## src/rtl/axi_arbiter_2to1.sv

```systemverilog
// Two-master to one-slave AXI4 arbiter. Write and read directions are arbitrated
// independently with round-robin priority and one outstanding transaction each.
module axi_arbiter_2to1 #(
    parameter int ID_WIDTH   = 10,
    parameter int ADDR_WIDTH = 64,
    parameter int DATA_WIDTH = 64,
    parameter int USER_WIDTH = 6
) (
    input  logic                    clk,
    input  logic                    rstn,
    // master 0
    input  logic [ID_WIDTH-1:0]     s0_axi_awid,     input  logic [ADDR_WIDTH-1:0]   s0_axi_awaddr,
    input  logic [7:0]              s0_axi_awlen,    input  logic [2:0]              s0_axi_awsize,
    input  logic [1:0]              s0_axi_awburst,  input  logic                    s0_axi_awlock,
    input  logic [3:0]              s0_axi_awcache,  input  logic [2:0]              s0_axi_awprot,
    input  logic [3:0]              s0_axi_awregion, input  logic [3:0]              s0_axi_awqos,
    input  logic [USER_WIDTH-1:0]   s0_axi_awuser,   input  logic                    s0_axi_awvalid,
    output logic                    s0_axi_awready,
    input  logic [DATA_WIDTH-1:0]   s0_axi_wdata,    input  logic [DATA_WIDTH/8-1:0] s0_axi_wstrb,
    input  logic                    s0_axi_wlast,    input  logic [USER_WIDTH-1:0]   s0_axi_wuser,
    input  logic                    s0_axi_wvalid,   output logic                    s0_axi_wready,
    output logic [ID_WIDTH-1:0]     s0_axi_bid,      output logic [1:0]              s0_axi_bresp,
    output logic [USER_WIDTH-1:0]   s0_axi_buser,    output logic                    s0_axi_bvalid,
    input  logic                    s0_axi_bready,
    input  logic [ID_WIDTH-1:0]     s0_axi_arid,     input  logic [ADDR_WIDTH-1:0]   s0_axi_araddr,
    input  logic [7:0]              s0_axi_arlen,    input  logic [2:0]              s0_axi_arsize,
    input  logic [1:0]              s0_axi_arburst,  input  logic                    s0_axi_arlock,
    input  logic [3:0]              s0_axi_arcache,  input  logic [2:0]              s0_axi_arprot,
    input  logic [3:0]              s0_axi_arregion, input  logic [3:0]              s0_axi_arqos,
    input  logic [USER_WIDTH-1:0]   s0_axi_aruser,   input  logic                    s0_axi_arvalid,
    output logic                    s0_axi_arready,
    output logic [ID_WIDTH-1:0]     s0_axi_rid,      output logic [DATA_WIDTH-1:0]   s0_axi_rdata,
    output logic [1:0]              s0_axi_rresp,    output logic                    s0_axi_rlast,
    output logic [USER_WIDTH-1:0]   s0_axi_ruser,    output logic                    s0_axi_rvalid,
    input  logic                    s0_axi_rready,
    // master 1
    input  logic [ID_WIDTH-1:0]     s1_axi_awid,     input  logic [ADDR_WIDTH-1:0]   s1_axi_awaddr,
    input  logic [7:0]              s1_axi_awlen,    input  logic [2:0]              s1_axi_awsize,
    input  logic [1:0]              s1_axi_awburst,  input  logic                    s1_axi_awlock,
    input  logic [3:0]              s1_axi_awcache,  input  logic [2:0]              s1_axi_awprot,
    input  logic [3:0]              s1_axi_awregion, input  logic [3:0]              s1_axi_awqos,
    input  logic [USER_WIDTH-1:0]   s1_axi_awuser,   input  logic                    s1_axi_awvalid,
    output logic                    s1_axi_awready,
    input  logic [DATA_WIDTH-1:0]   s1_axi_wdata,    input  logic [DATA_WIDTH/8-1:0] s1_axi_wstrb,
    input  logic                    s1_axi_wlast,    input  logic [USER_WIDTH-1:0]   s1_axi_wuser,
    input  logic                    s1_axi_wvalid,   output logic                    s1_axi_wready,
    output logic [ID_WIDTH-1:0]     s1_axi_bid,      output logic [1:0]              s1_axi_bresp,
    output logic [USER_WIDTH-1:0]   s1_axi_buser,    output logic                    s1_axi_bvalid,
    input  logic                    s1_axi_bready,
    input  logic [ID_WIDTH-1:0]     s1_axi_arid,     input  logic [ADDR_WIDTH-1:0]   s1_axi_araddr,
    input  logic [7:0]              s1_axi_arlen,    input  logic [2:0]              s1_axi_arsize,
    input  logic [1:0]              s1_axi_arburst,  input  logic                    s1_axi_arlock,
    input  logic [3:0]              s1_axi_arcache,  input  logic [2:0]              s1_axi_arprot,
    input  logic [3:0]              s1_axi_arregion, input  logic [3:0]              s1_axi_arqos,
    input  logic [USER_WIDTH-1:0]   s1_axi_aruser,   input  logic                    s1_axi_arvalid,
    output logic                    s1_axi_arready,
    output logic [ID_WIDTH-1:0]     s1_axi_rid,      output logic [DATA_WIDTH-1:0]   s1_axi_rdata,
    output logic [1:0]              s1_axi_rresp,    output logic                    s1_axi_rlast,
    output logic [USER_WIDTH-1:0]   s1_axi_ruser,    output logic                    s1_axi_rvalid,
    input  logic                    s1_axi_rready,
    // shared downstream slave
    output logic [ID_WIDTH-1:0]     m_axi_awid,      output logic [ADDR_WIDTH-1:0]   m_axi_awaddr,
    output logic [7:0]              m_axi_awlen,     output logic [2:0]              m_axi_awsize,
    output logic [1:0]              m_axi_awburst,   output logic                    m_axi_awlock,
    output logic [3:0]              m_axi_awcache,   output logic [2:0]              m_axi_awprot,
    output logic [3:0]              m_axi_awregion,  output logic [3:0]              m_axi_awqos,
    output logic [USER_WIDTH-1:0]   m_axi_awuser,    output logic                    m_axi_awvalid,
    input  logic                    m_axi_awready,
    output logic [DATA_WIDTH-1:0]   m_axi_wdata,     output logic [DATA_WIDTH/8-1:0] m_axi_wstrb,
    output logic                    m_axi_wlast,     output logic [USER_WIDTH-1:0]   m_axi_wuser,
    output logic                    m_axi_wvalid,    input  logic                    m_axi_wready,
    input  logic [ID_WIDTH-1:0]     m_axi_bid,       input  logic [1:0]              m_axi_bresp,
    input  logic [USER_WIDTH-1:0]   m_axi_buser,     input  logic                    m_axi_bvalid,
    output logic                    m_axi_bready,
    output logic [ID_WIDTH-1:0]     m_axi_arid,      output logic [ADDR_WIDTH-1:0]   m_axi_araddr,
    output logic [7:0]              m_axi_arlen,     output logic [2:0]              m_axi_arsize,
    output logic [1:0]              m_axi_arburst,   output logic                    m_axi_arlock,
    output logic [3:0]              m_axi_arcache,   output logic [2:0]              m_axi_arprot,
    output logic [3:0]              m_axi_arregion,  output logic [3:0]              m_axi_arqos,
    output logic [USER_WIDTH-1:0]   m_axi_aruser,    output logic                    m_axi_arvalid,
    input  logic                    m_axi_arready,
    input  logic [ID_WIDTH-1:0]     m_axi_rid,       input  logic [DATA_WIDTH-1:0]   m_axi_rdata,
    input  logic [1:0]              m_axi_rresp,     input  logic                    m_axi_rlast,
    input  logic [USER_WIDTH-1:0]   m_axi_ruser,     input  logic                    m_axi_rvalid,
    output logic                    m_axi_rready
);

    typedef enum logic [1:0] {W_IDLE, W_BUSY, W_RESP} wstate_t;
    typedef enum logic       {R_IDLE, R_BUSY}         rstate_t;

    wstate_t wstate, wstate_nxt;
    rstate_t rstate, rstate_nxt;
    logic    wgnt, wgnt_nxt, wlast_gnt, wlast_gnt_nxt, aw_done, aw_done_nxt, w_done, w_done_nxt;
    logic    rgnt, rgnt_nxt, rlast_gnt, rlast_gnt_nxt, ar_done, ar_done_nxt;
    logic    aw_open, w_open, w_resp, ar_open, r_busy;
    logic    aw_hs, w_hs, b_hs, ar_hs, r_hs;

    always_ff @(posedge clk or negedge rstn) begin
        if (!rstn) begin
            wstate    <= W_IDLE;
            wgnt      <= 1'b0;
            wlast_gnt <= 1'b1;
            aw_done   <= 1'b0;
            w_done    <= 1'b0;
            rstate    <= R_IDLE;
            rgnt      <= 1'b0;
            rlast_gnt <= 1'b1;
            ar_done   <= 1'b0;
        end else begin
            wstate    <= wstate_nxt;
            wgnt      <= wgnt_nxt;
            wlast_gnt <= wlast_gnt_nxt;
            aw_done   <= aw_done_nxt;
            w_done    <= w_done_nxt;
            rstate    <= rstate_nxt;
            rgnt      <= rgnt_nxt;
            rlast_gnt <= rlast_gnt_nxt;
            ar_done   <= ar_done_nxt;
        end
    end

    // Write direction: the flags look at this cycle's handshakes so W_RESP follows the last one directly.
    always_comb begin
        wstate_nxt    = wstate;
        wgnt_nxt      = wgnt;
        wlast_gnt_nxt = wlast_gnt;
        aw_done_nxt   = aw_done;
        w_done_nxt    = w_done;
        case (wstate)
            W_IDLE: begin
                if (s0_axi_awvalid || s1_axi_awvalid) begin
                    wgnt_nxt      = (s0_axi_awvalid && s1_axi_awvalid) ? ~wlast_gnt : s1_axi_awvalid;
                    wlast_gnt_nxt = wgnt_nxt;
                    wstate_nxt    = W_BUSY;
                end
            end
            W_BUSY: begin
                aw_done_nxt = aw_done | aw_hs;
                w_done_nxt  = w_done | (w_hs & m_axi_wlast);
                if (aw_done_nxt && w_done_nxt) begin
                    aw_done_nxt = 1'b0;
                    w_done_nxt  = 1'b0;
                    wstate_nxt  = W_RESP;
                end
            end
            W_RESP: begin
                if (b_hs) wstate_nxt = W_IDLE;
            end
            default: wstate_nxt = W_IDLE;
        endcase
    end

    always_comb begin
        rstate_nxt    = rstate;
        rgnt_nxt      = rgnt;
        rlast_gnt_nxt = rlast_gnt;
        ar_done_nxt   = ar_done;
        case (rstate)
            R_IDLE: begin
                if (s0_axi_arvalid || s1_axi_arvalid) begin
                    rgnt_nxt      = (s0_axi_arvalid && s1_axi_arvalid) ? ~rlast_gnt : s1_axi_arvalid;
                    rlast_gnt_nxt = rgnt_nxt;
                    rstate_nxt    = R_BUSY;
                end
            end
            R_BUSY: begin
                ar_done_nxt = ar_done | ar_hs;
                if (r_hs && m_axi_rlast) begin
                    ar_done_nxt = 1'b0;
                    rstate_nxt  = R_IDLE;
                end
            end
            default: rstate_nxt = R_IDLE;
        endcase
    end

    assign aw_open = (wstate == W_BUSY) && !aw_done;
    assign w_open  = (wstate == W_BUSY) && !w_done;
    assign w_resp  = (wstate == W_RESP);
    assign r_busy  = (rstate == R_BUSY);
    assign ar_open = r_busy && !ar_done;

    assign aw_hs = m_axi_awvalid & m_axi_awready;
    assign w_hs  = m_axi_wvalid & m_axi_wready;
    assign b_hs  = m_axi_bvalid & m_axi_bready;
    assign ar_hs = m_axi_arvalid & m_axi_arready;
    assign r_hs  = m_axi_rvalid & m_axi_rready;

    assign m_axi_awvalid  = aw_open & (wgnt ? s1_axi_awvalid : s0_axi_awvalid);
    assign m_axi_wvalid   = w_open & (wgnt ? s1_axi_wvalid : s0_axi_wvalid);
    assign m_axi_bready   = w_resp & (wgnt ? s1_axi_bready : s0_axi_bready);
    assign m_axi_arvalid  = ar_open & (rgnt ? s1_axi_arvalid : s0_axi_arvalid);
    assign m_axi_rready   = r_busy & (rgnt ? s1_axi_rready : s0_axi_rready);

    assign s0_axi_awready = aw_open & ~wgnt & m_axi_awready;
    assign s1_axi_awready = aw_open & wgnt & m_axi_awready;
    assign s0_axi_wready  = w_open & ~wgnt & m_axi_wready;
    assign s1_axi_wready  = w_open & wgnt & m_axi_wready;
    assign s0_axi_bvalid  = w_resp & ~wgnt & m_axi_bvalid;
    assign s1_axi_bvalid  = w_resp & wgnt & m_axi_bvalid;
    assign s0_axi_arready = ar_open & ~rgnt & m_axi_arready;
    assign s1_axi_arready = ar_open & rgnt & m_axi_arready;
    assign s0_axi_rvalid  = r_busy & ~rgnt & m_axi_rvalid;
    assign s1_axi_rvalid  = r_busy & rgnt & m_axi_rvalid;

    // Request payloads follow the stored grant; response payloads fan out to both masters.
    assign m_axi_awid     = wgnt ? s1_axi_awid     : s0_axi_awid;
    assign m_axi_awaddr   = wgnt ? s1_axi_awaddr   : s0_axi_awaddr;
    assign m_axi_awlen    = wgnt ? s1_axi_awlen    : s0_axi_awlen;
    assign m_axi_awsize   = wgnt ? s1_axi_awsize   : s0_axi_awsize;
    assign m_axi_awburst  = wgnt ? s1_axi_awburst  : s0_axi_awburst;
    assign m_axi_awlock   = wgnt ? s1_axi_awlock   : s0_axi_awlock;
    assign m_axi_awcache  = wgnt ? s1_axi_awcache  : s0_axi_awcache;
    assign m_axi_awprot   = wgnt ? s1_axi_awprot   : s0_axi_awprot;
    assign m_axi_awregion = wgnt ? s1_axi_awregion : s0_axi_awregion;
    assign m_axi_awqos    = wgnt ? s1_axi_awqos    : s0_axi_awqos;
    assign m_axi_awuser   = wgnt ? s1_axi_awuser   : s0_axi_awuser;
    assign m_axi_wdata    = wgnt ? s1_axi_wdata    : s0_axi_wdata;
    assign m_axi_wstrb    = wgnt ? s1_axi_wstrb    : s0_axi_wstrb;
    assign m_axi_wlast    = wgnt ? s1_axi_wlast    : s0_axi_wlast;
    assign m_axi_wuser    = wgnt ? s1_axi_wuser    : s0_axi_wuser;
    assign m_axi_arid     = rgnt ? s1_axi_arid     : s0_axi_arid;
    assign m_axi_araddr   = rgnt ? s1_axi_araddr   : s0_axi_araddr;
    assign m_axi_arlen    = rgnt ? s1_axi_arlen    : s0_axi_arlen;
    assign m_axi_arsize   = rgnt ? s1_axi_arsize   : s0_axi_arsize;
    assign m_axi_arburst  = rgnt ? s1_axi_arburst  : s0_axi_arburst;
    assign m_axi_arlock   = rgnt ? s1_axi_arlock   : s0_axi_arlock;
    assign m_axi_arcache  = rgnt ? s1_axi_arcache  : s0_axi_arcache;
    assign m_axi_arprot   = rgnt ? s1_axi_arprot   : s0_axi_arprot;
    assign m_axi_arregion = rgnt ? s1_axi_arregion : s0_axi_arregion;
    assign m_axi_arqos    = rgnt ? s1_axi_arqos    : s0_axi_arqos;
    assign m_axi_aruser   = rgnt ? s1_axi_aruser   : s0_axi_aruser;

    assign s0_axi_bid   = m_axi_bid;    assign s1_axi_bid   = m_axi_bid;
    assign s0_axi_bresp = m_axi_bresp;  assign s1_axi_bresp = m_axi_bresp;
    assign s0_axi_buser = m_axi_buser;  assign s1_axi_buser = m_axi_buser;
    assign s0_axi_rid   = m_axi_rid;    assign s1_axi_rid   = m_axi_rid;
    assign s0_axi_rdata = m_axi_rdata;  assign s1_axi_rdata = m_axi_rdata;
    assign s0_axi_rresp = m_axi_rresp;  assign s1_axi_rresp = m_axi_rresp;
    assign s0_axi_rlast = m_axi_rlast;  assign s1_axi_rlast = m_axi_rlast;
    assign s0_axi_ruser = m_axi_ruser;  assign s1_axi_ruser = m_axi_ruser;

endmodule

```

## config.mk

```make
export PLATFORM = sky130hd
export DESIGN_NAME = axi_arbiter_2to1
export DESIGN_NICKNAME = d
export VERILOG_FILES = /design/src/rtl/axi_arbiter_2to1.sv
export SDC_FILE = /design/constraint.sdc
export NUM_CORES = 1
export LEC_CHECK = 0
export BUFFER_PORTS_ARGS = -buffer_cell sky130_fd_sc_hd__buf_4
export CORE_AREA = 2 2 484 486
export DETAILED_ROUTE_END_ITERATION = 7
export DIE_AREA = 0 0 486 488
export HOLD_SLACK_MARGIN = 0.02
export PLACE_DENSITY = 0.3
export SLEW_MARGIN = 20
export SYNTH_ARGS = -nofsm -noshare
export SYNTH_HDL_FRONTEND = slang
export SYNTH_SLANG_ARGS = --single-unit
```

## constraint.sdc

```tcl
create_clock -name clk -period 1.44 [get_ports clk]
set_clock_uncertainty 0.1 [all_clocks]
set_input_delay 0.072 -clock clk [delete_from_list [all_inputs] [get_ports clk]]
set_output_delay 0.072 -clock clk [all_outputs]
set_load 0.005 [all_outputs]
```

Yosys cells after proc, flatten, opt, wreduce, memory -nomap -nowiden:

Index checks and enable logic that the tools add are counted.
W data, S select, Z words.

* muxes and demuxes: 43
* bitwise logic cells: 39
* equality and inequality tests: 5
* reductions and logical operators: 16

Operators by type and width (number)
* $mux W64: 3
* $and A1 B1 Y1: 31
* $mux W4: 6
* $mux W8: 3
* $mux W10: 2
* $mux W6: 3
* $mux W1: 15
* $mux W3: 4
* $mux W2: 5
* $logic_and A1 B1 Y1: 7
* $pmux W2 S3: 1
* $not A1 Y1: 5
* $ne A2 B2 Y1 const B: 2
* $reduce_and A2 Y1: 2
* $logic_not A1 Y1: 3
* $or A1 B1 Y1: 3
* $reduce_and A3 Y1: 1
* $eq A2 B1 Y1 const B: 1
* $eq A2 B2 Y1 const B: 1
* $logic_not A2 Y1: 1
* $logic_or A1 B1 Y1: 2
* $ne A2 B1 Y1 const B: 1
* $pmux W1 S2: 1

* logic and storage cells: 112
* bits of input ports: 712
* bits in registers: 10

Longest topological paths before layout:

* word-level depth: 9
* gate-level depth with buffers: 5
* depth with buffers taken out: 3

Worst setup path before layout:

No wires, ideal clock.

* kind: reg2reg
* start point: register wgnt
* end point: register wstate[1]
* data arrival time: 1.208 ns
* cell stages (with the launch flop): 5
* setup slack: 0.012 ns
* period minus slack after synthesis: 1.428 ns
* path buffers: 1
* data required time: 1.220 ns
* cells stage by stage: dfrtp_1 -> buf_6 -> and4_1 -> or3_4 -> a31o_1

* cells in the longest elaborated chain, start to end: 8
* elaborated cells between the ends (all ways): 17
* classes of those cells: eq/ne (2); mux (4); bitwise (9); reduce/logical (2)

Ends and longest elaborated chain
* from (decl): line 93 `logic wgnt, wgnt_nxt, wlast_gnt, wlast_gnt_nxt, aw_done, aw_done_nxt, w_done, w_done_nxt;`
* from (signal assigned): line 111 `wgnt <= wgnt_nxt;`
* $mux W1: line 190 `assign m_axi_wvalid = w_open & (wgnt ? s1_axi_wvalid : s0_axi_wvalid);`
* $and A1 B1 Y1: line 190
* $and A1 B1 Y1: line 184 `assign w_hs = m_axi_wvalid & m_axi_wready;`
* $and A1 B1 Y1: line 139 `w_done_nxt = w_done | (w_hs & m_axi_wlast);`
* $or A1 B1 Y1: line 139
* $logic_and A1 B1 Y1: line 140 `if (aw_done_nxt && w_done_nxt) begin`
* $ne A2 B2 Y1 (no line)
* $reduce_and A3 Y1 (no line) *
* to (signal assigned): line 110 `wstate <= wstate_nxt;`
* to (decl): line 91 `wstate_t wstate, wstate_nxt;`

Every way passes the cells marked *; elsewhere a longest branch is shown, timed or not.
A chain may end at the register's enable or synchronous reset.

Worst setup path in the final report:

* start point: register wgnt
* end point: output m_axi_wuser[0]

* cells in the longest elaborated chain, start to end: 1

Ends and longest elaborated chain
* $mux W6: line 221 `assign m_axi_wuser = wgnt ? s1_axi_wuser : s0_axi_wuser;`
* to (decl): line 70 `output logic m_axi_wlast, output logic [USER_WIDTH-1:0] m_axi_wuser,`

Every way passes these cells.

==> flow_summary_export.csv <==
group,metric,value,unit
placed_design,port-buffer-count,925,
layout,mostFrequentLayoutCells,"buf_4, buf_6, mux2_2",
layout,design.final.nets,2089,
synth,synth.cell_area,5690,um2
cts,cts-root-to-sink-buffers,2,
hold_path,worst_hold_path_stage_count,3,
critical_path,reg2regPathDepth,5,
route,drt_pass1_iterations,5,
job,timing.max_cap.violations,0,
timing,setup_tns,-119150,ps
power,power.ir.vdd_worst,0.584,mV
synth,yosys-top-cells-area,"mux2_2, buf_4, dfrtp_1, buf_2, dfstp_2",
die,initial_utilization,0.0245,
power,total_leakage_power,7.50,nW
cts,register_clock_pin_slew_on_the_reported_worst_setup_and_hold_paths,60,ps
timing,fmax,0.514,GHz
critical_path,cp-end-kind,"primary output",
synth,synth.lib_cells_used.distinct,31,
critical_path,path_max_fanout,7,
cts,cts_buffers,3,
critical_path,setup.worst_path.start_class,"flip-flop",
synth,synth_enable_flop_cells,0,
critical_path,crit_type,"flip-flop to primary output",
cts,cts_htree_levels,1,
global_route,first_global_vias,9223,
placed_design,place.detailed.hpwl,171,mm
die,floorplan.rows,177,
die,floorplan.die_area,237000,um2
route,routed_wire_length_per_instance,40.1,um
timing,timing.slew.headroom,0.767,
outcome,run_status,"finished with violations",
timing,final_critical_path_setup_slack,-507,ps
synth,yosys_register_bits,10,
placed_design,preCtsSetupSlack,-780,ps
cts,num_clock_sinks,10,
route,drc,0,
synth,synth_fp_nets,1317,
global_route,grt_first_pass_wirelength,199,mm
die,floorplan.core_area,232000,um2
synth,asyncSetResetFlopFracSynth,1.00,
synth,synth_top_flop_cell,"dfrtp_1",
layout,fin_cells,4464,
timing,worst_slew_pin_slew,349,ps
timing,final-setup-viol-count,318,
cts,worst_skew_pair.late_latency,270,ps
route,drtIter0Drc,418,
layout,final_core_util,0.0769,
cts,tritoncts,"built",
hold_path,hold_class,"primary input to flip-flop",
global_route,grt_max_degree,32,
placed_design,gpl.final_weighted_congestion,0.927,
layout,post_route_cells_drive_above_1_share,0.967,
synth,ys_warn_count,0,
outcome,failed_checks,"negative setup slack",
layout,final_common_cell,"buf_4",
route,vias_per_cell,2.08,
timing,period_needed,1950,ps
synth,synth_largest_area_cell,"mux2_2",
die,die-height,488,um
die,design.portCount,1226,
critical_path,required_time_at_the_worst_slack_endpoint,1270,ps
critical_path,critPathArrivalTime,1770,ps
timing,rsz0062_at_grt,"true",
route,ant_nets,0,
power,power.density,1450,nW/um2
route,route.vias.total,9284,
synth,ys_seq_area_frac,0.0444,
timing,final-max-slew-violation-count,0,
cts,cts-root-buf,"clkbuf_16",
route,postRouteWirelength,179,mm
global_route,globalRouteOverflowTotal,0,
synth,avgSynthCellArea,9.40,um2
synth,cell_count_after_synthesis,605,
global_route,groute.usage.overall,0.144,
global_route,initial_antenna_violation_count,204,
synth,yosys.area.top_type_share,0.588,
timing,final.period_utilization,1.35,
layout,areaGrowthSynthToFinish,214,%
die,die_width,486,um
timing,report.final.hold_viol_count,0,
placed_design,place.detailed.instances,4375,
## final timing paths
check / start / endpoint / slack, ps
max reg2reg: wgnt / wstate[0] / -350
max in group asynchronous: rstn / wlast_gnt / 830
min in group asynchronous: rstn / rgnt / 140
min: s0_axi_awvalid / wgnt / 40
max: wgnt / m_axi_wuser[0] / -510
min reg2reg: rlast_gnt / rlast_gnt / 400
## cell families after synthesis
family | count (synthesis) | share of synthesized area
mux | 302 | 0.598
buf+inv | 242 | 0.302
simple gates | 36 | 0.0367
compound gates | 15 | 0.0194
flops | 10 | 0.0444
## worst max-delay path: stages, from the launching register on
cell and delay (ps):
dfrtp_4 540, buf_12 180, buf_12 150, buf_12 140
mux2_4 310, buf_8 150
## stage by stage
step	power (W)	area, um2	hold slack (ps)
4_1_cts	0.0262	17300	33.4
5_1_grt	0.0272	17800	44.0
3_5_place_dp	0.0198	15200	-125
6_report	0.0259	17800	40.1
2_1_floorplan	0.00711	5690	-324
3_3_place_gp	0.0199	15200	-122
## sequential cells by signal, indices dropped and copies added (netlist names)
| register | count |
|---|---|
| wlast_gnt | 1 |
| wgnt | 1 |
| ar_done | 1 |
| rlast_gnt | 1 |
| wstate | 2 |
| rgnt | 1 |
| r_busy | 1 |
| aw_done | 1 |
| w_done | 1 |
## routing by layer
metal  vias up  part of all wire  global-route usage
met1      4077              0.34               0.141
met2      1069              0.41               0.213
li1       3557                 -                   -
met5         -            0.0064             0.00469
met3       403              0.22               0.150
met4       178             0.023              0.0243
## cells in the mapped netlist, types with 2 or more instances
library cell / n
nor2_1: 7
nor3b_1: 2
nor3_1: 5
a21oi_1: 3
and4_1: 2
dfrtp_1: 8
o21ai_0: 2
mux2i_1: 4
and3_1: 2
buf_2: 34
inv_1: 4
buf_4: 202
nor4b_1: 2
dfstp_2: 2
nand2_1: 7
a21o_1: 2
mux2_2: 297
a31oi_1: 2
nor2b_1: 3
and4b_1: 2
nand2b_1: 3
## layout make-up
cell class              count  area, um2
well taps                3043       3810
clock buffers               4       88.8
repair buffers           1005       9120
diodes                     45        113
inverters                   4       15.0
flip-flops and latches     10        260
fillers                 27200     214000
multi-input cells         353       4430
## where the power goes
part,switching (W),internal [W],total [W]
clock network,0.000220,0.000424,0.000645
registers,0.000228,0.000451,0.000678
logic,0.0116,0.0130,0.0246
total,0.0120,0.0139,0.0259
## what timing repair did
action,in CTS,in global routing
gates cloned,14,2
pin swaps,12,6
setup buffers,20,4
gates resized for setup,368,119
hold buffers,5,0
setup endpoints to repair,318,318
endpoints found under the hold margin,13,0
Power figures use the tool's default switching activity.
